<file path="src/rtl/ni_tx_vc_sched.sv">
// Wormhole scheduler: picks one TX virtual channel per packet and streams it to the NI packet path.
// Optional build macro NI_TX_RR_ARB_EN selects round-robin arbitration instead of fixed priority.
module ni_tx_vc_sched #(
    parameter int N_VIRT_CHN      = 3,
    parameter int FLIT_DATA_WIDTH = 32,
    parameter int PKT_WIDTH       = 8,
    parameter int VC_ID_WIDTH     = $clog2(N_VIRT_CHN)
) (
    input  logic                                  clk,
    input  logic                                  rst_n,
    input  logic [N_VIRT_CHN-1:0]                 vc_valid,
    input  logic [N_VIRT_CHN*FLIT_DATA_WIDTH-1:0] vc_flit,
    input  logic [N_VIRT_CHN*PKT_WIDTH-1:0]       vc_pkt_sz,
    output logic [N_VIRT_CHN-1:0]                 vc_ready,
    output logic                                  out_valid,
    output logic                                  out_req_new,
    output logic                                  out_req_last,
    output logic [VC_ID_WIDTH-1:0]                out_vc_id,
    output logic [FLIT_DATA_WIDTH-1:0]            out_flit,
    output logic [PKT_WIDTH-1:0]                  out_pkt_sz,
    input  logic                                  out_ready,
    output logic                                  busy
);

    typedef enum logic [0:0] {
        ST_IDLE  = 1'b0,
        ST_BURST = 1'b1
    } state_t;

    localparam logic [PKT_WIDTH-1:0] L_ONE  = {{(PKT_WIDTH-1){1'b0}}, 1'b1};
    localparam logic [PKT_WIDTH-1:0] L_ZERO = {PKT_WIDTH{1'b0}};

    state_t                 r_state;
    logic [VC_ID_WIDTH-1:0] r_lock_vc;
    logic [PKT_WIDTH-1:0]   r_flit_cnt;

    logic [VC_ID_WIDTH-1:0] w_grant;
    logic [VC_ID_WIDTH-1:0] w_sel;
    logic [PKT_WIDTH-1:0]   w_sz_raw;
    logic [PKT_WIDTH-1:0]   w_sz;
    logic                   w_idle;
    logic                   w_valid;
    logic                   w_last;
    logic                   w_hs;

`ifdef NI_TX_RR_ARB_EN
    logic [VC_ID_WIDTH-1:0] r_rr_ptr;
    logic                   w_found;
    int                     w_idx;

    // Round-robin grant: first valid VC at or after r_rr_ptr, wrapping past the top index.
    always_comb begin
        w_grant = {VC_ID_WIDTH{1'b0}};
        w_found = 1'b0;
        w_idx   = 0;
        for (int k = 0; k < N_VIRT_CHN; k++) begin
            w_idx = int'(r_rr_ptr) + k;
            if (w_idx >= N_VIRT_CHN) begin
                w_idx = w_idx - N_VIRT_CHN;
            end else begin
                w_idx = w_idx;
            end
            w_grant = (!w_found && vc_valid[w_idx]) ? VC_ID_WIDTH'(w_idx) : w_grant;
            w_found = w_found | vc_valid[w_idx];
        end
    end

    // Pointer moves just past the VC whose head was accepted.
    always_ff @(posedge clk) begin
        if (!rst_n) begin
            r_rr_ptr <= {VC_ID_WIDTH{1'b0}};
        end else if (w_idle && w_hs) begin
            r_rr_ptr <= (w_grant == VC_ID_WIDTH'(N_VIRT_CHN-1)) ? {VC_ID_WIDTH{1'b0}}
                                                                : w_grant + 1'b1;
        end else begin
            r_rr_ptr <= r_rr_ptr;
        end
    end
`else
    // Fixed priority grant: the highest valid index wins.
    always_comb begin
        w_grant = {VC_ID_WIDTH{1'b0}};
        for (int i = 0; i < N_VIRT_CHN; i++) begin
            w_grant = vc_valid[i] ? VC_ID_WIDTH'(i) : w_grant;
        end
    end
`endif

    assign w_idle   = (r_state == ST_IDLE);
    assign w_sel    = w_idle ? w_grant : r_lock_vc;
    assign w_sz_raw = vc_pkt_sz[w_grant*PKT_WIDTH +: PKT_WIDTH];
    assign w_sz     = (w_sz_raw == L_ZERO) ? L_ONE : w_sz_raw;
    assign w_valid  = w_idle ? (|vc_valid) : vc_valid[r_lock_vc];
    assign w_last   = w_idle ? (w_sz == L_ONE) : (r_flit_cnt == L_ONE);
    assign w_hs     = w_valid & out_ready;

    // Zero-latency pass-through of the selected VC; everything forced low while in reset.
    always_comb begin
        vc_ready     = {N_VIRT_CHN{1'b0}};
        out_valid    = 1'b0;
        out_req_new  = 1'b0;
        out_req_last = 1'b0;
        out_vc_id    = {VC_ID_WIDTH{1'b0}};
        out_flit     = {FLIT_DATA_WIDTH{1'b0}};
        out_pkt_sz   = L_ZERO;
        busy         = 1'b0;
        if (rst_n) begin
            for (int i = 0; i < N_VIRT_CHN; i++) begin
                vc_ready[i] = out_ready & (w_sel == VC_ID_WIDTH'(i));
            end
            out_valid    = w_valid;
            out_req_new  = w_idle;
            out_req_last = w_last;
            out_vc_id    = w_sel;
            out_flit     = vc_flit[w_sel*FLIT_DATA_WIDTH +: FLIT_DATA_WIDTH];
            out_pkt_sz   = w_idle ? w_sz : L_ZERO;
            busy         = ~w_idle;
        end else begin
            busy = 1'b0;
        end
    end

    // Packet FSM: lock the granted VC on a multi-flit head, count down to its tail.
    always_ff @(posedge clk) begin
        if (!rst_n) begin
            r_state    <= ST_IDLE;
            r_lock_vc  <= {VC_ID_WIDTH{1'b0}};
            r_flit_cnt <= L_ZERO;
        end else begin
            case (r_state)
                ST_IDLE: begin
                    if (w_hs && !w_last) begin
                        r_state    <= ST_BURST;
                        r_lock_vc  <= w_grant;
                        r_flit_cnt <= w_sz - L_ONE;
                    end else begin
                        r_state <= ST_IDLE;
                    end
                end
                ST_BURST: begin
                    if (w_hs) begin
                        r_flit_cnt <= r_flit_cnt - L_ONE;
                        r_state    <= w_last ? ST_IDLE : ST_BURST;
                    end else begin
                        r_state <= ST_BURST;
                    end
                end
                default: begin
                    r_state <= ST_IDLE;
                end
            endcase
        end
    end

endmodule

</file>
<file path="config.mk">
export PLATFORM = sky130hd
export DESIGN_NAME = ni_tx_vc_sched
export DESIGN_NICKNAME = d
export VERILOG_FILES = /design/src/rtl/ni_tx_vc_sched.sv
export SDC_FILE = /design/constraint.sdc
export NUM_CORES = 1
export LEC_CHECK = 0
export ABC_AREA = 1
export CAP_MARGIN = 20
export CORE_UTILIZATION = 35
export DETAILED_ROUTE_END_ITERATION = 10
export PLACE_DENSITY = 0.86
export RECOVER_POWER = 100
export SLEW_MARGIN = 20
export SYNTH_ARGS = -nofsm -noshare
export SYNTH_HDL_FRONTEND = slang
export SYNTH_SLANG_ARGS = --single-unit
</file>
<file path="constraint.sdc">
create_clock -name clk -period 9.5 [get_ports clk]
set_input_delay 2.85 -clock clk [delete_from_list [all_inputs] [get_ports clk]]
set_output_delay 2.85 -clock clk [all_outputs]
set_load 0.01 [all_outputs]
</file>
## Word level (Yosys, flattened, before mapping)

Cells that the tools add are included.

- $add $sub $neg: 2
- Magnitude comparators: 1
- Equal/unequal tests: 6
- Shift operators: 2
- Muxes and demuxes: 24
- Bitwise gates (word level): 5
- Reductions and logical operators: 7

Operators by type and width:

| kind | number |
|---|---|
| variable part select 96 x 8 -> 32 bit | 1 |
| 2-to-1 mux 8 bit | 5 |
| 2-to-1 mux 32 bit | 1 |
| variable part select 24 x 6 -> 8 bit | 1 |
| equality test 8 x 1 -> 1 bit (second input constant) | 2 |
| case mux 8 bit (2 select lines) | 1 |
| subtractor 8 x 1 -> 8 bit (second input constant) | 2 |
| 2-to-1 mux 1 bit | 11 |
| logical NOT 8 bit | 1 |
| 2-to-1 mux 2 bit | 3 |
| AND 1 bit | 4 |
| inequality test 2 x 1 -> 1 bit (second input constant) | 2 |
| AND reduction 2 bit | 2 |
| < comparator 2 x 3 -> 1 bit (second input constant) | 1 |
| 2-to-1 mux 3 bit | 1 |
| OR reduction 3 bit | 1 |
| binary-select mux 1 bit (select 2 bit) | 1 |
| equality test 2 x 1 -> 1 bit (second input constant) | 1 |
| equality test 2 bit (second input constant) | 1 |
| logical NOT 2 bit | 1 |
| case mux 1 bit (2 select lines) | 1 |
| logical AND 1 bit | 1 |
| logical NOT 1 bit | 1 |
| inverter 1 bit | 1 |

- Register bits: 11
- Input port bits: 126
- Output and inout bits: 49
- Word-level logic and storage cells: 50

## Longest topological paths before layout

- Depth after elaboration: 11
- Gate-level depth with buffers: 18

## Worst setup path after synthesis

No wires, ideal clock.

- Path kind: input -> output
- Start point: in vc_valid[1]
- End point: out out_req_last
- Arrival time: 4.251 ns
- Data required time: 6.650 ns
- Path slack: 2.399 ns
- Cell stages on the path: 14
- Path buffers: 1
- Cell sequence: buf_4 > inv_4 > nand2_1 > nand3_1 > nand2_2 > nand2_4 > nor2_4 > nand2_1 > nand2_1 > ha_1 > nand2_1 > nor2_1 > nand2_2 > a21oi_1

- Word-level cells in the longest chain between the ends: 8

Ends and longest elaborated chain:

| element | line | source |
|---|---|---|
| start, declared | 11 | `input logic [N_VIRT_CHN-1:0] vc_valid,` |
| 2-to-1 mux 1 bit * | 84 | `w_grant = vc_valid[i] ? VC_ID_WIDTH'(i) : w_grant;` |
| 2-to-1 mux 2 bit * | 84 |  |
| variable part select 24 x 6 -> 8 bit * | 91 | `assign w_sz_raw = vc_pkt_sz[w_grant*PKT_WIDTH +: PKT_WIDTH];` |
| logical NOT 8 bit | 92 | `assign w_sz = (w_sz_raw == L_ZERO) ? L_ONE : w_sz_raw;` |
| 2-to-1 mux 8 bit * | 92 |  |
| equality test 8 x 1 -> 1 bit * | 94 | `assign w_last = w_idle ? (w_sz == L_ONE) : (r_flit_cnt == L_ONE);` |
| 2-to-1 mux 1 bit * | 94 |  |
| 2-to-1 mux 1 bit * | 107 | `if (rst_n) begin` |
| end, declared | 17 | `output logic out_req_last,` |

Every way passes the cells marked *; elsewhere a longest branch is shown, timed or not.

## Final worst setup path

- Start point: in vc_valid[2]
- End point: out out_flit[2]

- Word-level cells in the longest chain between the ends: 4

Ends and longest elaborated chain:

| element | line | source |
|---|---|---|
| 2-to-1 mux 2 bit | 84 |  |
| 2-to-1 mux 2 bit | 90 | `assign w_sel = w_idle ? w_grant : r_lock_vc;` |
| variable part select 96 x 8 -> 32 bit | 115 | `out_flit = vc_flit[w_sel*FLIT_DATA_WIDTH +: FLIT_DATA_WIDTH];` |
| 2-to-1 mux 32 bit | 107 |  |
| end, declared | 19 | `output logic [FLIT_DATA_WIDTH-1:0] out_flit,` |

No other way between the ends.

==> report_table.html <==
<table>
<tr><th>Metric</th><th>Value</th></tr>
<tr><th colspan="2">Outcome</th></tr>
<tr><td>Run status</td><td>complete, no violations</td></tr>
<tr><th colspan="2">Clock tree</th></tr>
<tr><td>Clock sinks</td><td>11</td></tr>
<tr><td>Count of instances resized after the clock tree is built</td><td>0</td></tr>
<tr><td>Worst-path clk slew</td><td>50 ps</td></tr>
<tr><td>CTS H-Tree Depth</td><td>1</td></tr>
<tr><td>Clock buffers created by TritonCTS</td><td>3</td></tr>
<tr><td>CTS tree</td><td>yes</td></tr>
<tr><td>Count of hold-fix buffers inserted at cts</td><td>0</td></tr>
<tr><td>Max Root-Sink Buffers</td><td>2</td></tr>
<tr><td>Latest clock arrival within the worst-skew pair</td><td>230 ps</td></tr>
<tr><td>Number of buffers added for setup after CTS</td><td>0</td></tr>
<tr><td>Buffer type at the clock tree root</td><td>sky130_fd_sc_hd__clkbuf_8</td></tr>
<tr><th colspan="2">Worst setup path</th></tr>
<tr><td>WP data required</td><td>6650 ps</td></tr>
<tr><td>First element of the critical path</td><td>vc_valid[2]</td></tr>
<tr><td>Data arrival, critical path</td><td>5940 ps</td></tr>
<tr><td>Depth of the worst register-to-register path</td><td>11</td></tr>
<tr><td>Slowest CP cell</td><td>sky130_fd_sc_hd__clkbuf_1</td></tr>
<tr><td>Crit Path Class</td><td>in2out</td></tr>
<tr><td>Worst path cell trace</td><td>clkdlybuf4s50_1 &gt; inv_2 &gt; nand2_2 &gt; o21ai_2 &gt; clkbuf_1 &gt; o21a_1 &gt; o21ai_0 &gt; a21oi_1 &gt; dlygate4sd3_1</td></tr>
<tr><td>Launching element type of the critical path</td><td>input port</td></tr>
<tr><td>Endpoint kind of the worst setup timing path</td><td>primary output</td></tr>
<tr><td>FF-to-FF setup slack</td><td>7220 ps</td></tr>
<tr><td>Endpoint of the worst register-to-register path</td><td>r_flit_cnt[0]</td></tr>
<tr><td>Highest net fanout along the worst path</td><td>35</td></tr>
<tr><td>Slowest stage delay, CP</td><td>1070 ps</td></tr>
<tr><th colspan="2">Synthesis</th></tr>
<tr><td>Dominant cell type by area after synthesis</td><td>sky130_fd_sc_hd__nand2_1</td></tr>
<tr><td>Distinct cell type count of the synthesized netlist</td><td>35</td></tr>
<tr><td>Register bit count reported by yosys</td><td>11</td></tr>
<tr><td>Top post-synthesis cells by area</td><td>sky130_fd_sc_hd__nand2_1 16%, sky130_fd_sc_hd__o21a_1 12%, sky130_fd_sc_hd__a21oi_1 11%, sky130_fd_sc_hd__dfxtp_1 11%, sky130_fd_sc_hd__o21ai_0 7.7%</td></tr>
<tr><td>Mapped Area</td><td>2010 µm²</td></tr>
<tr><td>Avg Synthesized Cell Area</td><td>5.54 µm²</td></tr>
<tr><td>Area share of the largest cell type after synthesis</td><td>0.157</td></tr>
<tr><td>Post-synth net total</td><td>492</td></tr>
<tr><td>Synth Instances</td><td>362</td></tr>
<tr><td>Yosys warning count</td><td>0</td></tr>
<tr><td>Sequential-to-total area share from yosys stat</td><td>0.110</td></tr>
<tr><th colspan="2">Floorplanning</th></tr>
<tr><td>Die Ht</td><td>77.7 µm</td></tr>
<tr><td>Width of the die</td><td>77.7 µm</td></tr>
<tr><td>Count of pins on the block boundary</td><td>175</td></tr>
<tr><td>Floorplan die area</td><td>6040 µm²</td></tr>
<tr><td>Core region area</td><td>5510 µm²</td></tr>
<tr><td>Placement Rows</td><td>27</td></tr>
<tr><td>Initial core utilization</td><td>0.364</td></tr>
<tr><th colspan="2">Final layout</th></tr>
<tr><td>Share of cells above drive strength 1</td><td>0.0517</td></tr>
<tr><td>Antenna fix cells</td><td>0</td></tr>
<tr><td>Layout fillers</td><td>495</td></tr>
<tr><td>Non-Filler Instances</td><td>594</td></tr>
<tr><td>Total area of multi-input combinational cells</td><td>1550 µm²</td></tr>
<tr><td>Final nets</td><td>653</td></tr>
<tr><td>Layout Area Growth over Synthesis</td><td>88.1%</td></tr>
<tr><td>Area occupied by registers</td><td>220 µm²</td></tr>
<tr><th colspan="2">Placement</th></tr>
<tr><td>Half-perimeter wire length after placement</td><td>6.97 mm</td></tr>
<tr><td>Placed Cells</td><td>590</td></tr>
<tr><td>Count of input and output buffers</td><td>174</td></tr>
<tr><td>Routability-driven placement congestion ratio</td><td>0.995</td></tr>
<tr><th colspan="2">Drt</th></tr>
<tr><td>Average wire per cell in the routed design</td><td>14.6 µm</td></tr>
<tr><td>Number of iterations in the first detailed-routing pass</td><td>6</td></tr>
<tr><td>Iteration-0 DRC Markers</td><td>116</td></tr>
<tr><td>Number of nets with antenna violations after detailed routing</td><td>0</td></tr>
<tr><td>Vias per std cell</td><td>5.16</td></tr>
<tr><td>DRC</td><td>0</td></tr>
<tr><td>Routed vias</td><td>3064</td></tr>
<tr><td>Routed wire length</td><td>8.68 mm</td></tr>
<tr><th colspan="2">Global routing</th></tr>
<tr><td>GRT Max-Usage Layer</td><td>met2</td></tr>
<tr><td>Vias in the first global route</td><td>2844</td></tr>
<tr><td>Pin count of the biggest net entering global routing</td><td>36</td></tr>
<tr><td>First-pass GRT wire length</td><td>13.7 mm</td></tr>
<tr><td>Tot GR Track Use</td><td>0.279</td></tr>
<tr><td>Number of antenna violations at the first check in global routing</td><td>0</td></tr>
<tr><td>Global routing usage on met1</td><td>0.323</td></tr>
<tr><td>Global routing met2 resource utilization</td><td>0.515</td></tr>
<tr><td>Overflow left after global routing</td><td>0</td></tr>
<tr><td>Met3 layer usage reported by global route</td><td>0.0494</td></tr>
<tr><th colspan="2">Hold path</th></tr>
<tr><td>Min-Delay Startpoint</td><td>r_flit_cnt[3]</td></tr>
<tr><td>Worst hold path endpoint</td><td>r_flit_cnt[3]</td></tr>
<tr><td>Path class of the lowest-slack min-delay path</td><td>reg2reg</td></tr>
<tr><td>Number of instances on the worst hold path</td><td>2</td></tr>
<tr><th colspan="2">Timing</th></tr>
<tr><td>Final Slew Violations</td><td>0</td></tr>
<tr><td>Maximum clock frequency</td><td>114 MHz</td></tr>
<tr><td>Final clock skew</td><td>2.62 ps</td></tr>
<tr><td>Slew headroom</td><td>0.0462</td></tr>
<tr><td>RSZ-0062 raised after global routing</td><td>false</td></tr>
<tr><td>Worst-margin pin slew</td><td>1430 ps</td></tr>
<tr><td>Number of setup violations in the final report</td><td>0</td></tr>
<tr><td>Final clock period utilization by the worst path</td><td>0.926</td></tr>
<tr><td>Shortest clock period the worst path allows after layout</td><td>8790 ps</td></tr>
<tr><td>Hold Fails Final Rpt</td><td>0</td></tr>
<tr><td>Fin Setup TNS</td><td>0 ps</td></tr>
<tr><th colspan="2">Power and ir drop</th></tr>
<tr><td>Worst VDD drop</td><td>109 µV</td></tr>
<tr><td>Power Density</td><td>87.2 nW/µm²</td></tr>
<tr><td>Leakage power</td><td>0.00160 µW</td></tr>
<tr><th colspan="2">Flow run</th></tr>
<tr><td>Max cap viols</td><td>0</td></tr>
</table>
[flip-flops by register name (all words and copies together) (netlist names), named ones only]
register / count
r_flit_cnt: 8
r_lock_vc: 2
[final cells by class]
| cell class | count | share of cell area |
|---|---|---|
| timing repair buffer | 178 | 0.468 |
| multi-input combinational | 302 | 0.411 |
| tap | 72 | 0.0239 |
| inverter | 27 | 0.0275 |
| sequential | 11 | 0.0584 |
| clock buffer | 4 | 0.0119 |
[layout by cell type, fill, tap and decap left out, types with 2 or more instances in the layout]
cell                              synthesis  final
sky130_fd_sc_hd__buf_4                    3      2
sky130_fd_sc_hd__inv_1                   20     21
sky130_fd_sc_hd__clkdlybuf4s50_1          0    127
sky130_fd_sc_hd__or2_1                    5      5
sky130_fd_sc_hd__nand3_1                 17     17
sky130_fd_sc_hd__a21oi_2                  2      2
sky130_fd_sc_hd__dlygate4sd3_1            0     47
sky130_fd_sc_hd__ha_1                     4      4
sky130_fd_sc_hd__o21a_1                  33     33
sky130_fd_sc_hd__clkbuf_1                 7      3
sky130_fd_sc_hd__a21oi_1                 46     46
sky130_fd_sc_hd__nand4_1                  3      3
sky130_fd_sc_hd__nand2_1                 84     87
sky130_fd_sc_hd__clkbuf_8                 0      3
sky130_fd_sc_hd__dfxtp_1                 11     11
sky130_fd_sc_hd__inv_2                    5      4
sky130_fd_sc_hd__nor2_4                   2      2
sky130_fd_sc_hd__nor2_1                  36     36
sky130_fd_sc_hd__o21ai_0                 31     31
sky130_fd_sc_hd__o21ai_1                 17     17
sky130_fd_sc_hd__nand2_2                  9      7
[per-layer routing]
layer	part of all wire	vias to the layer above
li1	-	1537
met1	0.40	1390
met2	0.51	121
met3	0.066	16
met4	0.025	0
met5	0	-
[worst max-delay path by stage]
| stage | end | slack [ps] | depth (start not counted) |
|---|---|---|---|
| floorplan | out_req_last | 2400 | 14 |
| global placement | out_req_last | 1160 | 15 |
| detailed placement | out_req_last | 1100 | 15 |
| CTS | out_req_last | 1080 | 15 |
| global route | out_flit[2] | 440 | 9 |
| finish | out_flit[2] | 710 | 9 |
[logic make-up after synthesis]
family                   synth area share
AO/OA/AOI/OAI                       0.387
XOR/XNOR                          0.00437
adder cells (fa/ha/maj)            0.0250
buffers and inverters               0.112
flip-flops                          0.110
AND/OR/NAND/NOR                     0.362
[metrics by stage]
stage                     hold WS [ps]   util  setup slack, ps  instance area (µm²)  power, µW
after floorplan                    468      -             2400                 2010        179
after global placement             481  0.681             1160                 3750        286
after detailed placement           493  0.681             1100                 3750        291
after CTS                          501  0.689             1080                 3790        338
after global routing               540  0.685              441                 3770        357
final                              500  0.685              707                 3770        329
[Yosys cell counts, drive strengths merged]
cell,n
nor4,1
ha,4
clkbuf,7
nand3,18
a211oi,1
buf,15
o21ai,49
a21oi,48
o21a,33
nor2b,1
xnor2,1
nor3,1
nor2,39
o211ai,1
inv,26
clkinv,1
nand4,3
or2,6
dfxtp,11
nand2,95
a31oi,1
[where the power goes]
part           internal (µW)  switching, µW
sequential              51.4           5.87
combinational            117            108
clock                   29.4           16.8
total                    198            131
[worst max-delay path, delay by kind of cell]
family	cells	cell delay, ps
buf+inv	4	2400
compound gates	4	590
simple gates	1	100
Power figures use the tool's default switching activity.
